==> src/rtl/protocol_encoder_if.sv <==
// Parallel byte handshake into the protocol encoder.
// PROTOCOL_ENC_ERR_INJECT_EN adds a per-byte err_inject flag travelling with the handshake.
interface protocol_encoder_if;
   logic [7:0] in_data;
   logic       in_valid;
   logic       in_ready;
`ifdef PROTOCOL_ENC_ERR_INJECT_EN
   logic       err_inject;
`endif

   // A byte transfers on the posedge where in_valid && in_ready; in_data is ignored otherwise.
`ifdef PROTOCOL_ENC_ERR_INJECT_EN
   modport master (output in_data, output in_valid, output err_inject, input in_ready);
   modport slave  (input in_data, input in_valid, input err_inject, output in_ready);
`else
   modport master (output in_data, output in_valid, input in_ready);
   modport slave  (input in_data, input in_valid, output in_ready);
`endif
endinterface

==> src/rtl/protocol_encoder.sv <==
// Byte FIFO plus serializer: frame = 0, 1, d7..d0, chk, then IDLE_GAP idle-high bits.
// Define PROTOCOL_ENC_ERR_INJECT_EN to store err_inject with each byte and invert that frame's chk.
module protocol_encoder #(
   parameter int FIFO_DEPTH = 4,
   parameter int IDLE_GAP   = 2
) (
   input  logic                          clk,
   input  logic                          rst,
   protocol_encoder_if.slave             in_if,
   output logic                          serial_out,
   output logic                          busy,
   output logic                          frame_done,
   output logic [$clog2(FIFO_DEPTH):0]   fifo_count,
   output logic [2:0]                    dbg_state
);
   localparam int PW = $clog2(FIFO_DEPTH);
   localparam int GW = (IDLE_GAP > 1) ? $clog2(IDLE_GAP) : 1;
`ifdef PROTOCOL_ENC_ERR_INJECT_EN
   localparam int EW = 9;
`else
   localparam int EW = 8;
`endif

   typedef enum logic [2:0] {
      S_IDLE  = 3'd0,
      S_START = 3'd1,
      S_SYNC  = 3'd2,
      S_DATA  = 3'd3,
      S_CHK   = 3'd4,
      S_GAP   = 3'd5
   } state_e;

   state_e        state_q, state_d;
   logic [EW-1:0] mem_q [FIFO_DEPTH];
   logic [PW-1:0] wr_ptr_q, wr_ptr_d, rd_ptr_q, rd_ptr_d;
   logic [PW:0]   count_q, count_d;
   logic [7:0]    shift_q, shift_d;
   logic [2:0]    idx_q, idx_d;
   logic [GW-1:0] gap_q, gap_d;
   logic          chk_q, chk_d;
   logic          serial_q, serial_d;
   logic          busy_q, busy_d;
   logic          done_q, done_d;
   logic          push, pop;
   logic [EW-1:0] head, wr_entry;
   logic          head_chk;

   assign in_if.in_ready = (count_q != (PW+1)'(FIFO_DEPTH));
   assign push           = in_if.in_valid & in_if.in_ready;
   assign head           = mem_q[rd_ptr_q];

   // Checksum is odd parity seeded with 1, computed once at pop time.
`ifdef PROTOCOL_ENC_ERR_INJECT_EN
   assign wr_entry = {in_if.err_inject, in_if.in_data};
   assign head_chk = ~(^head[7:0]) ^ head[8];
`else
   assign wr_entry = in_if.in_data;
   assign head_chk = ~(^head[7:0]);
`endif

   always_comb begin
      state_d  = state_q;
      shift_d  = shift_q;
      idx_d    = idx_q;
      gap_d    = gap_q;
      chk_d    = chk_q;
      serial_d = serial_q;
      busy_d   = busy_q;
      done_d   = 1'b0;
      pop      = 1'b0;
      case (state_q)
         S_IDLE, S_GAP: begin
            if (state_q == S_GAP && gap_q != GW'(IDLE_GAP - 1)) begin
               gap_d    = gap_q + GW'(1);
               serial_d = 1'b1;
            end else if (count_q != '0) begin
               // Last gap bit (or idle) leads straight into the next start bit.
               pop      = 1'b1;
               shift_d  = head[7:0];
               chk_d    = head_chk;
               serial_d = 1'b0;
               busy_d   = 1'b1;
               state_d  = S_START;
            end else begin
               serial_d = 1'b1;
               busy_d   = 1'b0;
               state_d  = S_IDLE;
            end
         end
         S_START: begin
            serial_d = 1'b1;
            state_d  = S_SYNC;
         end
         S_SYNC: begin
            serial_d = shift_q[7];
            shift_d  = {shift_q[6:0], 1'b0};
            idx_d    = 3'd0;
            state_d  = S_DATA;
         end
         S_DATA: begin
            if (idx_q == 3'd7) begin
               serial_d = chk_q;
               done_d   = 1'b1;
               state_d  = S_CHK;
            end else begin
               serial_d = shift_q[7];
               shift_d  = {shift_q[6:0], 1'b0};
               idx_d    = idx_q + 3'd1;
            end
         end
         S_CHK: begin
            serial_d = 1'b1;
            gap_d    = '0;
            state_d  = S_GAP;
         end
         default: begin
            serial_d = 1'b1;
            busy_d   = 1'b0;
            state_d  = S_IDLE;
         end
      endcase

      wr_ptr_d = push ? wr_ptr_q + PW'(1) : wr_ptr_q;
      rd_ptr_d = pop  ? rd_ptr_q + PW'(1) : rd_ptr_q;
      count_d  = count_q;
      if (push && !pop)      count_d = count_q + (PW+1)'(1);
      else if (!push && pop) count_d = count_q - (PW+1)'(1);
   end

   always_ff @(posedge clk) begin
      if (rst) begin
         state_q  <= S_IDLE;
         wr_ptr_q <= '0;
         rd_ptr_q <= '0;
         count_q  <= '0;
         shift_q  <= '0;
         idx_q    <= '0;
         gap_q    <= '0;
         chk_q    <= 1'b0;
         serial_q <= 1'b1;
         busy_q   <= 1'b0;
         done_q   <= 1'b0;
      end else begin
         state_q  <= state_d;
         wr_ptr_q <= wr_ptr_d;
         rd_ptr_q <= rd_ptr_d;
         count_q  <= count_d;
         shift_q  <= shift_d;
         idx_q    <= idx_d;
         gap_q    <= gap_d;
         chk_q    <= chk_d;
         serial_q <= serial_d;
         busy_q   <= busy_d;
         done_q   <= done_d;
         if (push) mem_q[wr_ptr_q] <= wr_entry;
      end
   end

   assign serial_out = serial_q;
   assign busy       = busy_q;
   assign frame_done = done_q;
   assign fifo_count = count_q;
   assign dbg_state  = state_q;
endmodule
==> src/flat_wrapper.sv <==
// flat-port wrapper written by rule: the top's interface ports become plain ports
module protocol_encoder_flat 
#(
   parameter int FIFO_DEPTH = 4,
   parameter int IDLE_GAP   = 2
)
  (clk, rst, serial_out, busy, frame_done, fifo_count, dbg_state, in_if_in_data, in_if_in_valid, in_if_in_ready);
  protocol_encoder_if in_if_i ();
  input  logic clk;
  input  logic rst;
  output logic serial_out;
  output logic busy;
  output logic frame_done;
  output logic [$clog2(FIFO_DEPTH):0] fifo_count;
  output logic [2:0] dbg_state;
  input wire logic [$bits(in_if_i.in_data)-1:0] in_if_in_data;
  input wire logic [$bits(in_if_i.in_valid)-1:0] in_if_in_valid;
  output wire logic [$bits(in_if_i.in_ready)-1:0] in_if_in_ready;
  assign in_if_i.in_data = in_if_in_data;
  assign in_if_i.in_valid = in_if_in_valid;
  assign in_if_in_ready = in_if_i.in_ready;
  protocol_encoder #(.FIFO_DEPTH(FIFO_DEPTH), .IDLE_GAP(IDLE_GAP)) u_core (.clk(clk), .rst(rst), .in_if(in_if_i), .serial_out(serial_out), .busy(busy), .frame_done(frame_done), .fifo_count(fifo_count), .dbg_state(dbg_state));
endmodule
==> config.mk <==
export PLATFORM = sky130hd
export DESIGN_NAME = protocol_encoder_flat
export DESIGN_NICKNAME = d
export VERILOG_FILES = /design/src/rtl/protocol_encoder_if.sv /design/src/rtl/protocol_encoder.sv /design/src/flat_wrapper.sv
export SDC_FILE = /design/constraint.sdc
export NUM_CORES = 1
export LEC_CHECK = 0
export CAP_MARGIN = 15
export CORE_ASPECT_RATIO = 0.7
export CORE_MARGIN = 5
export CORE_UTILIZATION = 40
export DETAILED_ROUTE_END_ITERATION = 6
export GPL_ROUTABILITY_DRIVEN = 0
export PLACE_DENSITY_LB_ADDON = 0.12
export SYNTH_ARGS = -nofsm -noshare
export SYNTH_HDL_FRONTEND = slang
export SYNTH_SLANG_ARGS = --single-unit
==> constraint.sdc <==
create_clock -name clk -period 2.2 [get_ports clk]
set_input_delay 0.33 -clock clk [delete_from_list [all_inputs] [get_ports clk]]
set_output_delay 0.33 -clock clk [all_outputs]
set_load 0.02 [all_outputs]
Word-level counts from Yosys, hierarchy flattened. Memory sizes are Yosys's and may differ from the RTL's. A register that Yosys moved wholly into a read port is not among the register bits. Index checks and enable logic that the tools add are counted.

Register bits: 26. Memories kept: 1. Logic and storage cells: 86. Memory bits (writable): 32.

Memory list: u_core.mem_q (depth 4, width 8, read ports 1, clocked after Yosys merged registers in 1, write ports 1, RTL line protocol_encoder.sv:34) `logic [EW-1:0] mem_q [FIFO_DEPTH];`.

Bitwise logic cells: 6. Reduce and logical (&&, ||, !) cells: 21. Add/subtract/negate cells: 6. Multiplexer cells: 29. Equality and inequality tests: 12.

Operators by type and width (number): $mux W8 (3); $pmux W8 S3 (1); $mux W3 (5); $pmux W3 S5 (1); $mux W1 (13); $eq A3 B3 Y1 const B (3); $reduce_and A2 Y1 (4); $reduce_xor A8 Y1 (1); $add A3 B1 Y3 const B (2); $eq A3 B2 Y1 const B (2); $ne A2 B1 Y1 const B (3); $pmux W3 S2 (1); $reduce_bool A2 Y1 (3); $reduce_bool A3 Y1 (2); $not A1 Y1 (5); $add A2 B1 Y2 const B (2); $mux W2 (2); $ne A2 B2 Y1 const B (2); $pmux W1 S2 (2); $reduce_and A4 Y1 (1); $reduce_or A2 Y1 (2); $reduce_or A4 Y1 (1); $eq A3 B1 Y1 const B (1); $logic_and A1 B1 Y1 (3); other kinds (8) (9).

Longest topological paths before layout. Gate-level depths: netlist of run 1.

Depth in word-level cells: 7. Depth in mapped cells: 10. Gate-level depth less buffers: 10.

Worst setup path after synthesis of run 1. Ideal clock, no wire load.

Kind: reg-to-reg. Start point: register u_core.state_q[2] (netlist: u_core.dbg_state[2]). End point: register u_core.count_q[2] (netlist: u_core.fifo_count[2]). Data arrival time: 2295 ps. Setup time: 71 ps. Slack: -166 ps. Buffers on the path: 1. Cell stages (with the launch flop): 11. Data required time: 2129 ps. Cell sequence: dfxtp_1 > clkbuf_1 > or2_2 > a211oi_1 > inv_1 > ha_1 > inv_1 > fa_1 > xor2_1 > or3_1 > a21oi_1.

Longest elaborated chain between the ends: 7.

RTL lines: start, declared (RTL line protocol_encoder.sv:33) `state_e state_q, state_d;`; start signal, assigned (RTL line protocol_encoder.sv:144) `state_q <= state_d;`; $eq A3 B3 Y1 (RTL line protocol_encoder.sv:71, protocol_encoder.sv:73); $logic_and A1 B1 Y1 (RTL line protocol_encoder.sv:73) `if (state_q == S_GAP && gap_q != GW'(IDLE_GAP - 1)) begin`; $mux W1 (RTL line protocol_encoder.sv:73); $mux W1 (*) (RTL line protocol_encoder.sv:71) `case (state_q)`; $logic_not A1 Y1 (RTL line protocol_encoder.sv:126) `if (push && !pop) count_d = count_q + (PW+1)'(1);`; $logic_and A1 B1 Y1 (RTL line protocol_encoder.sv:126); $mux W3 / $reduce_bool A2 Y1 (equally long branches); end signal, assigned (RTL line protocol_encoder.sv:147) `count_q <= count_d;`; end, declared (RTL line protocol_encoder.sv:36) `logic [PW:0] count_q, count_d;`.

Mark *: on every way between the ends. The rest lies on a longest branch, timed or not. A chain may end at the register's enable or synchronous reset.

Worst setup path in the final report of run 1.
Start point: register u_core.count_q[0] (netlist: u_core.fifo_count[0]). End point: register u_core.count_q[2] (netlist: u_core.fifo_count[2]).

Longest elaborated chain between the ends: 7.

RTL lines: $reduce_bool A3 Y1 (RTL line protocol_encoder.sv:76) `end else if (count_q != '0) begin`; $mux W1 (RTL line protocol_encoder.sv:76); $mux W1 (RTL line protocol_encoder.sv:73); $mux W1 (RTL line protocol_encoder.sv:71); $logic_not A1 Y1 (RTL line protocol_encoder.sv:126); $logic_and A1 B1 Y1 (RTL line protocol_encoder.sv:126); $mux W3 / $reduce_bool A2 Y1 (equally long branches).

Parallel ways exist; a longest one is shown, timed or not. The select of a mux whose other input is x is not followed.

==> impl_results.md, run 1 <==
* Top post-synthesis cells by area: edfxtp_1 37%, dfxtp_1 21%, mux4_1 6.0%, nor2_1 4.0%, mux2_2 3.4%
* Total Power at about 3.8 mW
* Final instance area at about 3200 sq um
* Combinational power share at about 39%
* CTS H-Tree Depth at 3
* Initial antenna violation count at 0
* Final period util at a little over 90%
* Seq/Total Area, Yosys at around three fifths
* GR Util All Layers at between 10% and 20%
* Pleak at approximately 1.2 nW
* Asr flop ratio synth at 0%
* # DRC at 0
* Min Clock Period, post-route at 2.03 ns
* # rows at 24
* Nets at 264
* Clock Power Share at between 20% and 30%
* WP data required at ~2.5 ns
* DR vias at 1,646
* Ant. Diodes at 0
* Num CTS Buffers at 9
* Hold Path Class: flop to flop
* Normalized max-slew margin at 65.5%
* Peak VDD IR at around 620 uV
* Slew @ Worst Pin at just over 0.5 ns
* Ys flop type: edfxtp_1
* Most frequent cells in the layout: 32 x edfxtp_1, 28 x nor2_1, 24 x dfxtp_1
* HP Start: u_core.shift_q[0]
* Final Core Density at around half
* Global-route wire length before repair at roughly 8.3 mm
* DRT iter0 DRCs at between 60 and 70
* Vias per inst at between 5 and 6
* Placed cells at 312
* Yosys Warn Count at 0
* Post-Route WL at slightly below 5 mm
* Grt ovf at 0
* Sequential power share at 39.6%
* Fmax at 492 MHz
* RSZ-0062 raised after global routing: false
* CTS Buffer Depth at 2
* DR WL/cell at roughly 15 um
* Die X-Extent at 107 um
* Crit path launch type: flop
* DRT antenna net count at 0
* TritonCTS clock tree: yes
* Share of layout cells above drive strength 1 at 21.6%
* Placed cell area at 3020 sq um
* Psw at ~1.3 mW
* Cell Int Power at between 2 and 2.5 mW
* Fillers at approximately 570
* Final hold violations at 0
* Setup TNS at 0 ns
* CORE AREA at approximately 6300 sq um
* Chip height at 77.7 um
* Syn_area_per_cell at approximately 13 sq um
* Endpoint type of the worst setup path: flop
* Netlist cell types at 37
* Critical path arrival at about 2.3 ns
* Reg2reg setup slack at around 0.17 ns
* Sw Share at around a third
* RR Endpoint: u_core.fifo_count[2]
* Hold endpoint: u_core.shift_q[0]
* Number of synthesized register bits at 60
* Number of global-route vias before repair at between 1.5k and 2k
* Commonest non-fill, non-tap cell in the layout: edfxtp_1
* Non-Filler Instances at around 330
* Area growth syn-to-layout at 21.7%
* Critical R2R Launch: u_core.fifo_count[0]
* Post-Syn Area at about 2600 sq um
* Pre-Repair DR Iteration Count at 4
* Outcome: complete, no violations
* Initial Utilization at 41.7%
* Worst-Skew Late Latency at 0.32 ns
* Hold path depth at 2
* DIE AREA at around 8300 sq um
* CP max FO at 6
* Final Skew at 0.00566 ns
* Post-synth EDFFs at 32
* Post-synth top area share at a little under two fifths
* Pwr/cell area at around 1200 nW/um^2
* Area leader, netlist: edfxtp_1
* Clk slew on worst S/H paths at 0.06 ns
* Largest net degree at the start of global routing at 29
* Slew Limit Fails at 0
* Setup CP Type: flop to flop
* Cells on worst reg2reg path at 9
* Sink Count at 60
* Mapped Cells at roughly 210
* Max Cap Violations at 0
* # port buffers at 20
* Syn Nets at between 200 and 250
* Dpl hpwl at between 3 and 4 mm
* I/O Pins at 21
* Clk root buf: clkbuf_8
* Final setup viols at 0
-- cell families (layout without fill, tap and decap cells) --
| family | count (synthesis) | in the layout | synth area share [%] |
|---|---|---|---|
| multiplexers | 18 | 18 | 12.0 |
| buffers and inverters | 17 | 58 | 2.73 |
| AO/OA/AOI/OAI | 22 | 22 | 6.03 |
| XOR/XNOR | 12 | 12 | 4.02 |
| AND/OR/NAND/NOR | 72 | 72 | 13.0 |
| adder cells (fa/ha/maj) | 8 | 8 | 4.11 |
| flip-flops | 60 | 60 | 58.2 |
-- power by group through the flow --
| stage | registers (mW) | clock network, mW | logic, mW |
|---|---|---|---|
| after detailed placement | 1.51 | 0 | 1.47 |
| after floorplan | 1.53 | 0 | 0.996 |
| after global placement | 1.50 | 0 | 1.47 |
| after global routing | 1.51 | 0.879 | 1.64 |
| final | 1.49 | 0.798 | 1.47 |
| after CTS | 1.48 | 0.826 | 1.49 |
-- sequential cells by signal (all words and copies together) (netlist names), named ones only --
| name | cells |
|---|---|
| u_core.gap_q | 1 |
| u_core.fifo_count | 3 |
| u_core.rd_ptr_q | 2 |
| u_core.chk_q | 1 |
| u_core.shift_q | 8 |
| u_core.busy | 1 |
| u_core.serial_out | 1 |
| u_core.mem_q | 32 |
| u_core.wr_ptr_q | 2 |
| u_core.dbg_state | 3 |
| u_core.frame_done | 1 |
| u_core.idx_q | 3 |
-- what timing repair did --
item / in CTS / in global routing
hold buffers: 0 / 0
setup buffers: 0 / 0
setup endpoints to repair: 0 / 1
resized for setup: 0 / 1
-- through the flow --
stage | setup slack [ns] | hold WS, ns
finish | 0.169 | 0.463
global route | 0.00327 | 0.490
CTS | 0.133 | 0.466
detailed placement | 0.0101 | 0.457
global placement | 0.0415 | 0.440
floorplan | 0.0278 | 0.429
-- per-layer routing --
metal	GRT usage, %	wire [um]	vias to the layer above
li1	-	-	834
met2	17.9	2050	24
met3	4.48	183	4
met5	0	0	-
met4	3.83	31	0
met1	18.4	2600	784
-- how the worst max path moves through the flow --
stage	start	endpoint	slack, ns	cells after the start
2_1_floorplan	u_core.dbg_state[0]	u_core.fifo_count[2]	0.03	10
3_3_place_gp	in_if_in_valid	u_core.fifo_count[2]	0.04	9
3_5_place_dp	in_if_in_valid	u_core.fifo_count[2]	0.01	9
4_1_cts	u_core.fifo_count[0]	u_core.fifo_count[2]	0.13	9
5_1_grt	u_core.fifo_count[0]	u_core.fifo_count[2]	0.003	9
6_report	u_core.fifo_count[0]	u_core.fifo_count[2]	0.17	9
-- Yosys cell counts (all sizes together), types with 2 or more instances --
library cell	instances
edfxtp	32
nor2	29
dfxtp	28
nor3	18
clkbuf	11
mux2	8
mux4	8
nand2	8
xnor2	8
ha	7
a21oi	6
inv	5
and2	4
nand2b	4
nand3	4
xor2	4
a211oi	3
a22oi	3
o21ai	3
a22o	2
mux2i	2
-- worst max-delay path, stage by stage, from the launching register on --
cell and delay (ns):
dfxtp_2 0.37, nor3_4 0.19, a211oi_2 0.07, inv_1 0.12, ha_2 0.20, inv_1 0.05, fa_1 0.37, xor2_1 0.15
or3_1 0.30, a21oi_1 0.14
-- area by class of cell --
type,count,area [sq um],share of cell area (%)
Clock inverter,6,31.3,0.983
Inverter,5,18.8,0.590
Multi-Input combinational cell,132,1040,32.7
Timing Repair Buffer,37,340,10.7
Clock buffer,10,128,4.01
Sequential cell,60,1530,48.0
Tap cell,78,97.6,3.07
No activity file was read; power rests on OpenSTA's default activity.
==> inputs of run 2 (changes only) <==
- CTS_BUF_LIST: default -> sky130_fd_sc_hd__clkbuf_4
==> run 2 against run 1 <==
  * Clock power fell by 23%
  * Sequential share of layout area rose by 0.81 points
  * Largest cell class unchanged
  * Clock skew rose by 0.0016 ns
==> impl_results.md, run 2 (same netlist as run 1, synthesis figures left out) <==
* Outcome: complete, no violations
* Cells along the critical path: nor3_4 -> a211oi_2 -> inv_1 -> ha_2 -> inv_1 -> fa_1 -> xor2_1 -> or3_1 -> a21oi_1
* Pre-Repair DR Iteration Count at 6 (+2)
* Initial Utilization at 41.7% (unchanged)
* WHS at 0.465 ns (+0.00238 ns)
* Final Skew at 0.00730 ns (+0.00164 ns)
* Sink Count at 60 (unchanged)
* Number of global-route vias before repair at 1,651 (-0.54%)
* Final hold violations at 0 (unchanged)
* Top reg by flops: u_core.mem_q
* Dpl hpwl at 3.36 mm (unchanged)
* Die X-Extent at 107 um (unchanged)
* Normalized max-slew margin at 66.6% (+1.2 points)
* Pleak at 1.14 nW (-1.7%)
* Slew @ Worst Pin at 0.496 ns (-0.0173 ns)
* Most frequent cells in the layout: 32 x edfxtp_1, 28 x nor2_1, 24 x dfxtp_1
* Grt ovf at 0 (unchanged)
* I/O Pins at 21 (unchanged)
* DRT antenna net count at 0 (unchanged)
* Setup CP Type: flop to flop
* Initial antenna violation count at 0 (unchanged)
* Ant. Diodes at 0 (unchanged)
* Area growth syn-to-layout at 19.7%
* Slowest cell delay on critical path at 0.38 ns (about the same)
* WP buf/inv at 2 (unchanged)
* Clk root buf: clkbuf_4
* CORE AREA at 6280 sq um (unchanged)
* # DRC at 0 (unchanged)
* CTS H-Tree Depth at 3 (unchanged)
* Vias per inst at 5.02 (unchanged)
* Peak VDD IR at 516 uV (-17%)
* Crit path launch type: flop
* Endpoint type of the worst setup path: flop
* Largest net degree at the start of global routing at 29 (unchanged)
* Clk slew on worst S/H paths at 0.09 ns (+0.03 ns)
* RSZ-0062 raised after global routing: false
* TritonCTS clock tree: yes
* WP data required at 2.52 ns (+0.06 ns)
* Crit path max-delay family: adder cells
* Chip height at 77.7 um (unchanged)
* Post-cts resize count at 0 (unchanged)
* Slew Limit Fails at 0 (unchanged)
* Final period util at 92.8% (+0.47 points)
* Min Clock Period, post-route at 2.04 ns (+0.0104 ns)
* Max reg flops at 32 (unchanged)
* Hold Path Class: flop to flop
* # port buffers at 20 (unchanged)
* Pwr/cell area at 1140 nW/um^2 (-3.4%)
* DR vias at 1,646 (unchanged)
* GR Util All Layers at 12.9% (+0.21 points)
* Global-route wire length before repair at 8.32 mm (about the same)
* Postcts setup bufs at 0 (unchanged)
* Final setup viols at 0 (unchanged)
* Critical path arrival at 2.36 ns (+0.07 ns)
* Worst-Skew Late Latency at 0.38 ns (+0.06 ns)
* Post-Route WL at 4.88 mm (+0.29%)
* Nets at 264 (unchanged)
* DRT iter0 DRCs at 72 (+11%)
* Hold buffer count at CTS at 0 (unchanged)
* Max Cap Violations at 0 (unchanged)
* # rows at 24 (unchanged)
* Top cell by count, worst path: inv_1
* Share of layout cells above drive strength 1 at 22.0% (+0.40 points)
* Fillers at 579 (+1.0%)
* CP max FO at 6 (unchanged)
* DR WL/cell at 14.9 um (+0.29%)
* Worst Slack Setup Final at 0.158 ns (-0.0104 ns)
* Setup TNS at 0 ns (unchanged)
* DIE AREA at 8280 sq um (unchanged)
* CTS Buffer Depth at 2 (unchanged)
* Commonest non-fill, non-tap cell in the layout: edfxtp_1
* Num CTS Buffers at 9 (unchanged)
* Fmax at 490 MHz (-0.51%)
* Top Registers: u_core.mem_q: 32 flops, u_core.shift_q: 8 flops
* Place WS at 0.0101 ns (unchanged)
* Slowest cell on crit path: dfxtp_2
-- run 2: report_power, final --
group / leakage, nW / switching (mW) / internal, mW
Combinational: 0.559 / 0.745 / 0.727
Clock: 0.0634 / 0.380 / 0.233
Sequential: 0.522 / 0.125 / 1.36
Total: 1.14 / 1.25 / 2.32
-- run 2: metrics by stage --
stage               instances  power [mW]  util, %  cell area (sq um)
finish                    328        3.57     49.9               3130
CTS                       328        3.61     49.8               3120
detailed placement        312        2.98     48.1               3020
floorplan                 209        2.52        -               2650
global placement          312        2.98     48.1               3020
global route              328        3.85     49.9               3130
-- run 2: routing by layer --
layer	global-route usage (%)	up-vias	wire length, um
met5	0	-	0
li1	-	835	-
met4	4.60	0	29
met2	17.8	21	2060
met1	18.3	788	2620
met3	5.22	2	167
-- run 2: worst paths after layout --
path	start	to	slack [ns]	cells past startpoint
worst min-delay path	u_core.shift_q[0]	u_core.shift_q[0]	0.47	2
worst max register to register	u_core.fifo_count[0]	u_core.fifo_count[2]	0.16	9
worst max-delay path	u_core.fifo_count[0]	u_core.fifo_count[2]	0.16	9
worst min register to register	u_core.shift_q[0]	u_core.shift_q[0]	0.47	2
-- run 2: cell type report --
type	count	area [sq um]	area share, %
clock buffers	10	75.1	2.40
clock inverters	6	31.3	0.999
inverters	5	18.8	0.600
multi-input cells	132	1040	33.3
flip-flops and latches	60	1530	48.8
well taps	78	97.6	3.12
repair buffers	37	340	10.9
-- run 2: worst register-to-register path, cell delays in order, from the launching register on --
cell and delay, ns:
dfxtp_2 0.38, nor3_4 0.19, a211oi_2 0.07, inv_1 0.13, ha_2 0.20, inv_1 0.05, fa_1 0.37, xor2_1 0.15
or3_1 0.30, a21oi_1 0.14
==> inputs of run 3 (changes only) <==
- CAP_MARGIN: 15 -> default
- PLACE_DENSITY: default -> 0.62
- PLACE_DENSITY_LB_ADDON: 0.12 -> default
==> run 3 against run 2 <==
  * First-iteration DRC count is 28% higher
  * Count of clock-buffer cells in the layout unchanged
  * Register-to-register slack about the same
  * Final area is 1.4% higher
  * Setup slack got worse by 0.013 ns
  * Combinational power is essentially flat
  * Global-route usage about the same
  * Sequential power is essentially flat
  * Critical path type unchanged
==> impl_results.md, run 3 (same netlist as run 1, synthesis figures left out) <==
* GR Util All Layers at 13.0% (+0.022 points)
* Final Skew at 0.0139 ns (+0.00662 ns)
* I/O Pins at 21 (unchanged)
* Fmax at 487 MHz (-0.62%)
* Setup TNS at 0 ns (unchanged)
* Top reg by flops: u_core.mem_q
* Slew Limit Fails at 0 (unchanged)
* RSZ-0062 raised after global routing: false
* Final Core Density at 50.6% (+0.68 points)
* Most frequent cells in the layout: 32 x edfxtp_1, 28 x nor2_1, 24 x dfxtp_1
* Clk slew on worst S/H paths at 0.10 ns (about the same)
* CP max FO at 9 (+3)
* WHS at 0.489 ns (+0.0239 ns)
* DR WL/cell at 14.9 um (+0.30%)
* Die X-Extent at 107 um (unchanged)
* Max Cap Violations at 0 (unchanged)
* # DRC at 0 (unchanged)
* Peak VDD IR at 697 uV (+35%)
* Initial antenna violation count at 0 (unchanged)
* Cell Int Power at 2.66 mW (+15%)
* Max reg flops at 32 (unchanged)
* Normalized max-slew margin at 55.7% (-11 points)
* Slew @ Worst Pin at 0.665 ns (+0.169 ns)
* Outcome: complete, no violations
* Pre-Repair DR Iteration Count at 4 (-2)
* Grt ovf at 0 (unchanged)
* Psw at 1.25 mW (-0.19%)
* Number of global-route vias before repair at 1,624 (-1.6%)
* Clk root buf: clkbuf_4
* # port buffers at 20 (unchanged)
* Pleak at 1.16 nW (+1.3%)
* Final instance area at 3170 sq um (+1.4%)
* Combinational power share at 37.3% (-3.9 points)
* Final hold violations at 0 (unchanged)
* Endpoint type of the worst setup path: flop
* DR vias at 1,642 (-0.24%)
* Setup CP Type: flop to flop
* Post-cts resize count at 0 (unchanged)
* # rows at 24 (unchanged)
* Sequential power share at 38.1% (-3.5 points)
* Initial Utilization at 41.7% (unchanged)
* Num CTS Buffers at 9 (unchanged)
* CTS H-Tree Depth at 3 (unchanged)
* Dpl hpwl at 3.37 mm (+0.27%)
* Chip height at 77.7 um (unchanged)
* Share of layout cells above drive strength 1 at 21.1% (-0.95 points)
* Final setup viols at 0 (unchanged)
* Hold buffer count at CTS at 0 (unchanged)
* CORE AREA at 6280 sq um (unchanged)
* TritonCTS clock tree: yes
* Worst Slack Setup Final at 0.146 ns (-0.0127 ns)
* Nets at 261 (-1.1%)
* CTS Buffer Depth at 2 (unchanged)
* Clock Power Share at 24.5% (+7.3 points)
* Hold path depth at 2 (unchanged)
* Postcts setup bufs at 0 (unchanged)
* Worst-Skew Late Latency at 0.39 ns (about the same)
* Commonest non-fill, non-tap cell in the layout: edfxtp_1
* DRT antenna net count at 0 (unchanged)
* WP data required at 2.53 ns (about the same)
* Placed cell area at 3000 sq um (-0.75%)
* Min Clock Period, post-route at 2.05 ns (+0.0128 ns)
* Critical path arrival at 2.38 ns (+0.02 ns)
* Top Registers: u_core.mem_q: 32 flops, u_core.shift_q: 8 flops
* Crit path launch type: flop
* Area growth syn-to-layout at 21.3%
* DIE AREA at 8280 sq um (unchanged)
* Post-Route WL at 4.85 mm (-0.62%)
* Cells on worst reg2reg path at 9 (unchanged)
* Placed cells at 309 (-0.96%)
* Largest net degree at the start of global routing at 29 (unchanged)
* Ant. Diodes at 0 (unchanged)
* Final period util at 93.4% (+0.58 points)
* Non-Filler Instances at 325 (-0.91%)
* Pwr/cell area at 1230 nW/um^2 (+8.0%)
* Vias per inst at 5.05 (+0.68%)
* DRT iter0 DRCs at 92 (+28%)
* Hold Path Class: flop to flop
* Sw Share at 31.9% (-3.1 points)
* Sink Count at 60 (unchanged)
* Place WS at -0.00327 ns (-0.0133 ns)
* Global-route wire length before repair at 8.19 mm (-1.6%)
* Total Power at 3.91 mW (+9.5%)
run 3: changes by cell type in the layout (fill, tap and decap cells not counted), sizes merged:
cell and delta:
buf -3, bufinv +3, clkinv -2, clkinvlp -1
run 3: final cells by class:
| class | instances | area, sq um |
|---|---|---|
| fill | 520 | 3100 |
| multi-input combinational | 132 | 1030 |
| sequential | 60 | 1530 |
| inverter | 5 | 18.8 |
| clock buffer | 10 | 75.1 |
| clock inverter | 6 | 103 |
| tap | 78 | 97.6 |
| timing repair buffer | 34 | 318 |
run 3: worst paths after layout:
check | slack, ns | to | start
worst min-delay path | 0.49 | u_core.shift_q[0] | u_core.shift_q[0]
worst max register to register | 0.15 | u_core.fifo_count[2] | u_core.dbg_state[0]
worst min register to register | 0.49 | u_core.shift_q[0] | u_core.shift_q[0]
worst max-delay path | 0.15 | u_core.fifo_count[2] | u_core.dbg_state[0]
run 3: per-layer routing:
layer / track usage [%] / vias to the layer above / routed length [um]
met4: 5.75 / 0 / 69
met5: 0 / - / 0
li1: - / 825 / -
met3: 4.56 / 7 / 181
met1: 17.5 / 783 / 2440
met2: 18.8 / 27 / 2150
run 3: power by group through the flow:
stage / combinational [mW] / sequential [mW] / clock [mW]
after floorplan: 0.996 / 1.53 / 0
after global placement: 1.43 / 1.51 / 0
after detailed placement: 1.46 / 1.52 / 0
after CTS: 1.47 / 1.49 / 0.982
after global routing: 1.62 / 1.52 / 1.04
final: 1.46 / 1.49 / 0.959
run 3: worst max-delay path, stage by stage (launching register included):
cell and delay [ns]:
dfxtp_2 0.37, or2_2 0.32, a211oi_2 0.24, inv_2 0.10, ha_2 0.20, inv_1 0.07
fa_1 0.18, xor2_1 0.08, or3_1 0.30, a21oi_1 0.14
==> RTL change 1, RTL diff (config.mk and constraints of run 1) <==
`IDLE_GAP` is set to 2 in 2 places; all go to 1.
--- a/src/rtl/protocol_encoder.sv
+++ b/src/rtl/protocol_encoder.sv
@@ -4,3 +4,3 @@
    parameter int FIFO_DEPTH = 4,
-   parameter int IDLE_GAP   = 2
+   parameter int IDLE_GAP   = 1
 ) (
--- a/src/flat_wrapper.sv
+++ b/src/flat_wrapper.sv
@@ -4,3 +4,3 @@
    parameter int FIFO_DEPTH = 4,
-   parameter int IDLE_GAP   = 2
+   parameter int IDLE_GAP   = 1
 )
Check against the original RTL: no difference found for any inputs over 10 cycles, from zero or initial values and one cycle with rst high; that may be too few to reach the edited logic, so the function may still have changed.
==> RTL change 1 against run 1 <==
Power grew 11%; area after synthesis shrank 0.14%; first-iteration DRC count grew 28%; non-clock buffer count is the same; setup slack lost 0.023 ns; final area grew 2.3%; sequential cell count is the same; wire length shrank 0.58%; largest power group is now combinational logic; global-route usage grew 0.46 points.
==> RTL change 1: results (changes against run 1) <==
* Status: complete, no violations (unchanged)
* DR pass1 iterations at 4 (unchanged)
* Skew-Pair Late Insertion Delay at 0.34 ns (was 0.32 ns)
* Least-Margin Pin Slew at 0.6176 ns (was 0.5134 ns)
* Final non-filler cell total at 328 (unchanged)
* Largest registers: u_core.mem_q (32), u_core.shift_q (8) (unchanged)
* Clk pin slew, worst setup/hold paths at 0.07 ns
* Initial antenna violation count at 0 (unchanged)
* Synth top area cells: edfxtp_1 (37%), dfxtp_1 (21%), mux4_1 (6.0%), nor2_1 (3.9%), mux2_2 (3.4%) (was edfxtp_1 (37%), dfxtp_1 (21%), mux4_1 (6.0%), nor2_1 (4.0%), mux2_2 (3.4%))
* GRT Total Usage at 0.1319 (was 0.1273)
* WHS at 0.4923 ns (was 0.4631 ns)
* Synth Area in Adders at 0.04121 (was 0.04115)
* CTS H-tree lvls at 3 (unchanged)
* First-pass GRT wire length at 8.300 mm (was 8.314 mm)
* Hold EP: u_core.shift_q[0]$_SDFFE_PP0P_ (unchanged)
* Vias in the first global route at 1674 (was 1660)
* Post-synthesis sequential area ratio at 0.5827 (was 0.5818)
* Post-synth top cells: edfxtp_1 (32), dfxtp_1 (28), nor2_1 (27) (was edfxtp_1 (32), dfxtp_1 (28), nor2_1 (28))
* Worst-case clock skew at 0.007190 ns (was 0.005660 ns)
* Final WL at 4.834 mm (was 4.862 mm)
* Yosys cell types at 39 (was 37)
* Share of layout cells above drive strength 1 at 0.2000 (was 0.2160)
* Reg-to-reg endpoint: u_core.fifo_count[2]$_SDFFE_PP0P_ (unchanged)
* FILL cells at 558 (was 573)
* Mapped Nets at 225 (was 228)
* Mapped Avg Cell Area at 12.68 µm² (was 12.51 µm²)
* Synth Area in Compound Gates at 0.06325 (was 0.06029)
* Peak VDD IR at 0.6170 mV (was 0.6220 mV)
* Post-synthesis mux area share at 0.1236 (was 0.1196)
* Clock buffer depth at 2 (unchanged)
* WHS Path Cells at 2 (unchanged)
* Worst hold path type: reg2reg (unchanged)
* CTS Buf Count at 9 (unchanged)
* Peak fanout along the critical path at 4 (was 6)
* Post-synthesis xor/xnor area fraction at 0.04025 (was 0.04019)
* Antenna diode count at 0 (unchanged)
* Post-CTS Resized at 0 (unchanged)
* Cell Count Post-Placement at 312 (unchanged)
* Ys async rst share at 0 (unchanged)
* Reg-to-reg startpoint: u_core.dbg_state[0]$_SDFFE_PP0P_ (was u_core.fifo_count[0]$_SDFFE_PP0P_)
* IO buf count at 20 (unchanged)
* Post-CTS Setup Repair Bufs at 0 (unchanged)
* Hold Startpoint: u_core.shift_q[0]$_SDFFE_PP0P_ (unchanged)
* Avg Vias per Cell at 5.052 (was 5.018)
* Reg2reg setup slack at 0.15 ns (was 0.17 ns)
* Leak pwr at 0.001205 µW (was 0.001164 µW)
* Nets at 264 (unchanged)
* Dpl hpwl at 3.284 mm (was 3.362 mm)
* Worst path arrival time at 2.33 ns (was 2.29 ns)
* R2R depth at 9 (unchanged)
* Yosys warns at 0 (unchanged)
* 1st-iter DRT viols at 83 (was 65)
[RTL change 1: cell types whose count changed in the layout (fill, tap and decap cells not counted), sizes merged, moves of 2 or more]
cell	delta
a211oi	-3
bufinv	+3
inv	+3
a21oi	+2
clkinv	-2
nand2b	-2
nand3	-2
nor2	-2
[RTL change 1: kinds of logic after synthesis]
kind of cell | after synthesis
DFF | 60
xor gates and xnor gates | 12
and+or+nand+nor | 67
muxes | 19
adders and majority gates | 8
AOI/OAI and AO/OA | 23
buffers and inverters | 17
[RTL change 1: cell type report]
cell class / count / area share
inverter: 8 / 0.009224
clock inverter: 7 / 0.03536
clock buffer: 9 / 0.03805
timing repair buffer: 37 / 0.1045
sequential: 60 / 0.4685
tap: 78 / 0.02998
multi-input combinational: 129 / 0.3144
[RTL change 1: worst max path at each step]
stage	start	endpoint	slack, ns	depth (start not counted)
6_report	u_core.dbg_state[0]$_SDFFE_PP0P_	u_core.fifo_count[2]$_SDFFE_PP0P_	0.15	9
5_1_grt	u_core.dbg_state[0]$_SDFFE_PP0P_	u_core.fifo_count[1]$_SDFFE_PP0P_	0.04	8
4_1_cts	u_core.dbg_state[0]$_SDFFE_PP0P_	u_core.fifo_count[2]$_SDFFE_PP0P_	0.15	9
3_5_place_dp	in_if_in_valid	u_core.fifo_count[2]$_SDFFE_PP0P_	0.02	9
3_3_place_gp	in_if_in_valid	u_core.fifo_count[2]$_SDFFE_PP0P_	0.05	9
2_1_floorplan	u_core.dbg_state[1]$_SDFFE_PP0P_	u_core.fifo_count[2]$_SDFFE_PP0P_	0.02	9
[RTL change 1: worst max-delay path, cell delays in order, from the launching register on]
cell and delay [ns]:
dfxtp_1 0.37, or2_2 0.12, o21ai_0 0.14, nand2_1 0.15, ha_1 0.19, inv_1 0.06
fa_1 0.37, xor2_1 0.15, or3_1 0.30, a21oi_1 0.14
[RTL change 1: where the power goes]
group	switching [µW]	total (µW)	leakage [µW]	internal, µW
clock	432	1180	0.000117	748
sequential	123	1480	0.000522	1360
combinational	755	1500	0.000566	750
total	1310	4160	0.00120	2860
[RTL change 1: layer usage]
metal / global-route usage / wire (µm) / vias up
li1: - / - / 832
met1: 0.1792 / 2460 / 786
met2: 0.1866 / 2080 / 31
met3: 0.06468 / 236 / 8
met4: 0.03831 / 56 / 0
met5: 0 / 0 / -
[RTL change 1: through the flow]
step / setup slack (ns) / util / power (µW) / area, µm²
2_1_floorplan: 0.02232 / - / 2532 / 2625
3_3_place_gp: 0.04813 / 0.4807 / 2997 / 3017
3_5_place_dp: 0.02281 / 0.4807 / 3009 / 3017
4_1_cts: 0.1544 / 0.5187 / 4216 / 3256
5_1_grt: 0.03931 / 0.5187 / 4445 / 3256
6_report: 0.1460 / 0.5187 / 4165 / 3256
==> RTL change 2, RTL diff (flow settings as in run 1) <==
Made on the original files. `shift_q` no longer has a reset.
--- a/src/rtl/protocol_encoder.sv
+++ b/src/rtl/protocol_encoder.sv
@@ -135,3 +135,2 @@
          count_q  <= '0;
-         shift_q  <= '0;
          idx_q    <= '0;
@@ -147,3 +146,2 @@
          count_q  <= count_d;
-         shift_q  <= shift_d;
          idx_q    <= idx_d;
@@ -158,2 +156,6 @@
 
+   always_ff @(posedge clk) begin
+      shift_q <= shift_d;
+   end
+
    assign serial_out = serial_q;
Function: same outputs for any inputs over 10 cycles, from zero or initial values and one cycle with rst high; that may be too few to reach the edited logic, so the function may still have changed.
==> RTL change 2 against run 1 <==
Maximum frequency fell by 1.8%; setup slack got worse by 0.037 ns; largest power group unchanged; final area fell by 0.67%; sequential cell count did not move; critical endpoint unchanged; clock power rose by 34%; power rose by 8.6%; largest cell class unchanged; area after synthesis fell by 2.3%; combinational power fell by 3%; wire length fell by 5.6%; sequential power rose by 7%; die area fell by 2.0%.
==> RTL change 2: results (changes against run 1) <==
* Post-synthesis xor/xnor area fraction at 0.04114 (was 0.04019)
* Synth Area in Compound Gates at 0.05240 (was 0.06029)
* Post-synthesis mux area share at 0.1224 (was 0.1196)
* Peak VDD IR at 0.4690 mV (was 0.6220 mV)
* Mapped Nets at 201 (was 228)
* Dpl hpwl at 3.228 mm (was 3.362 mm)
* GRT Total Usage at 0.1234 (was 0.1273)
* Largest net degree at the start of global routing at 21 (was 29)
* Leak pwr at 0.001134 µW (was 0.001164 µW)
* Internal power at 2816 µW (was 2487 µW)
* P_clk at 1070 µW (was 798 µW)
* 1st-iter DRT viols at 40 (was 65)
* Critical Path Source: u_core.fifo_count[2]$_SDFFE_PP0P_ (was u_core.fifo_count[0]$_SDFFE_PP0P_)
* Clock group share of total power at 0.262 (was 0.212)
* FILL cells at 522 (was 573)
* Vias at 1519 (was 1646)
* Avg WL per Cell at 15.35 µm (was 14.82 µm)
* Nets at 235 (was 264)
* Status: complete, no violations (unchanged)
* Peak fanout along the critical path at 5 (was 6)
* Post-synth top cells: edfxtp_1 (40), nor2_1 (21), dfxtp_1 (20) (was edfxtp_1 (32), dfxtp_1 (28), nor2_1 (28))
* Worst path arrival time at 2.34 ns (was 2.29 ns)
* Post-synth EDFFs at 40 (was 32)
* Sequential power at 1600 µW (was 1490 µW)
* Vias in the first global route at 1569 (was 1660)
==> RTL change 2: changes by cell type after synthesis, sizes merged, moves of 3 or more <==
| cell | change |
|---|---|
| nor3 | -16 |
| a211oi | -3 |
| inv | +3 |
| dfxtp | -8 |
| clkbuf | -4 |
| nor2 | -8 |
| edfxtp | +8 |
==> RTL change 2: final cells by class <==
| cell class | count | share of cell area |
|---|---|---|
| clock buffer | 10 | 0.04036 |
| clock inverter | 6 | 0.02810 |
| inverter | 8 | 0.009497 |
| multi-input combinational | 106 | 0.2928 |
| sequential | 60 | 0.5089 |
| tap | 78 | 0.03087 |
| timing repair buffer | 31 | 0.08943 |
==> RTL change 2: layer usage <==
layer | global-route usage | up-vias | share of wire | wire (µm)
li1 | - | 734 | - | -
met1 | 0.1537 | 744 | 0.48 | 2193
met2 | 0.1858 | 34 | 0.46 | 2128
met3 | 0.05705 | 7 | 0.048 | 222
met4 | 0.05045 | 0 | 0.010 | 46
met5 | 0 | - | 0 | 0
==> RTL change 2: worst max-delay path, stage by stage (launching register included) <==
cell	delay [ns]
dfxtp_4	0.37
nor3_4	0.25
a2111oi_4	0.09
inv_1	0.11
ha_2	0.19
inv_1	0.05
fa_2	0.33
xor2_1	0.15
or3_1	0.32
a21oi_2	0.14
==> RTL change 2: through the flow <==
step / std cells / setup slack, ns / utilization / hold WS [ns] / TNS, ns
after floorplan: 182 / 0.04520 / - / 0.4289 / 0
after global placement: 283 / 0.04537 / 0.4696 / 0.4706 / 0
after detailed placement: 283 / -0.04052 / 0.4696 / 0.5001 / -0.04052
after CTS: 299 / 0.06603 / 0.5044 / 0.5096 / 0
after global routing: 299 / -0.005019 / 0.5087 / 0.5283 / -0.005019
final: 299 / 0.1315 / 0.5087 / 0.5071 / 0
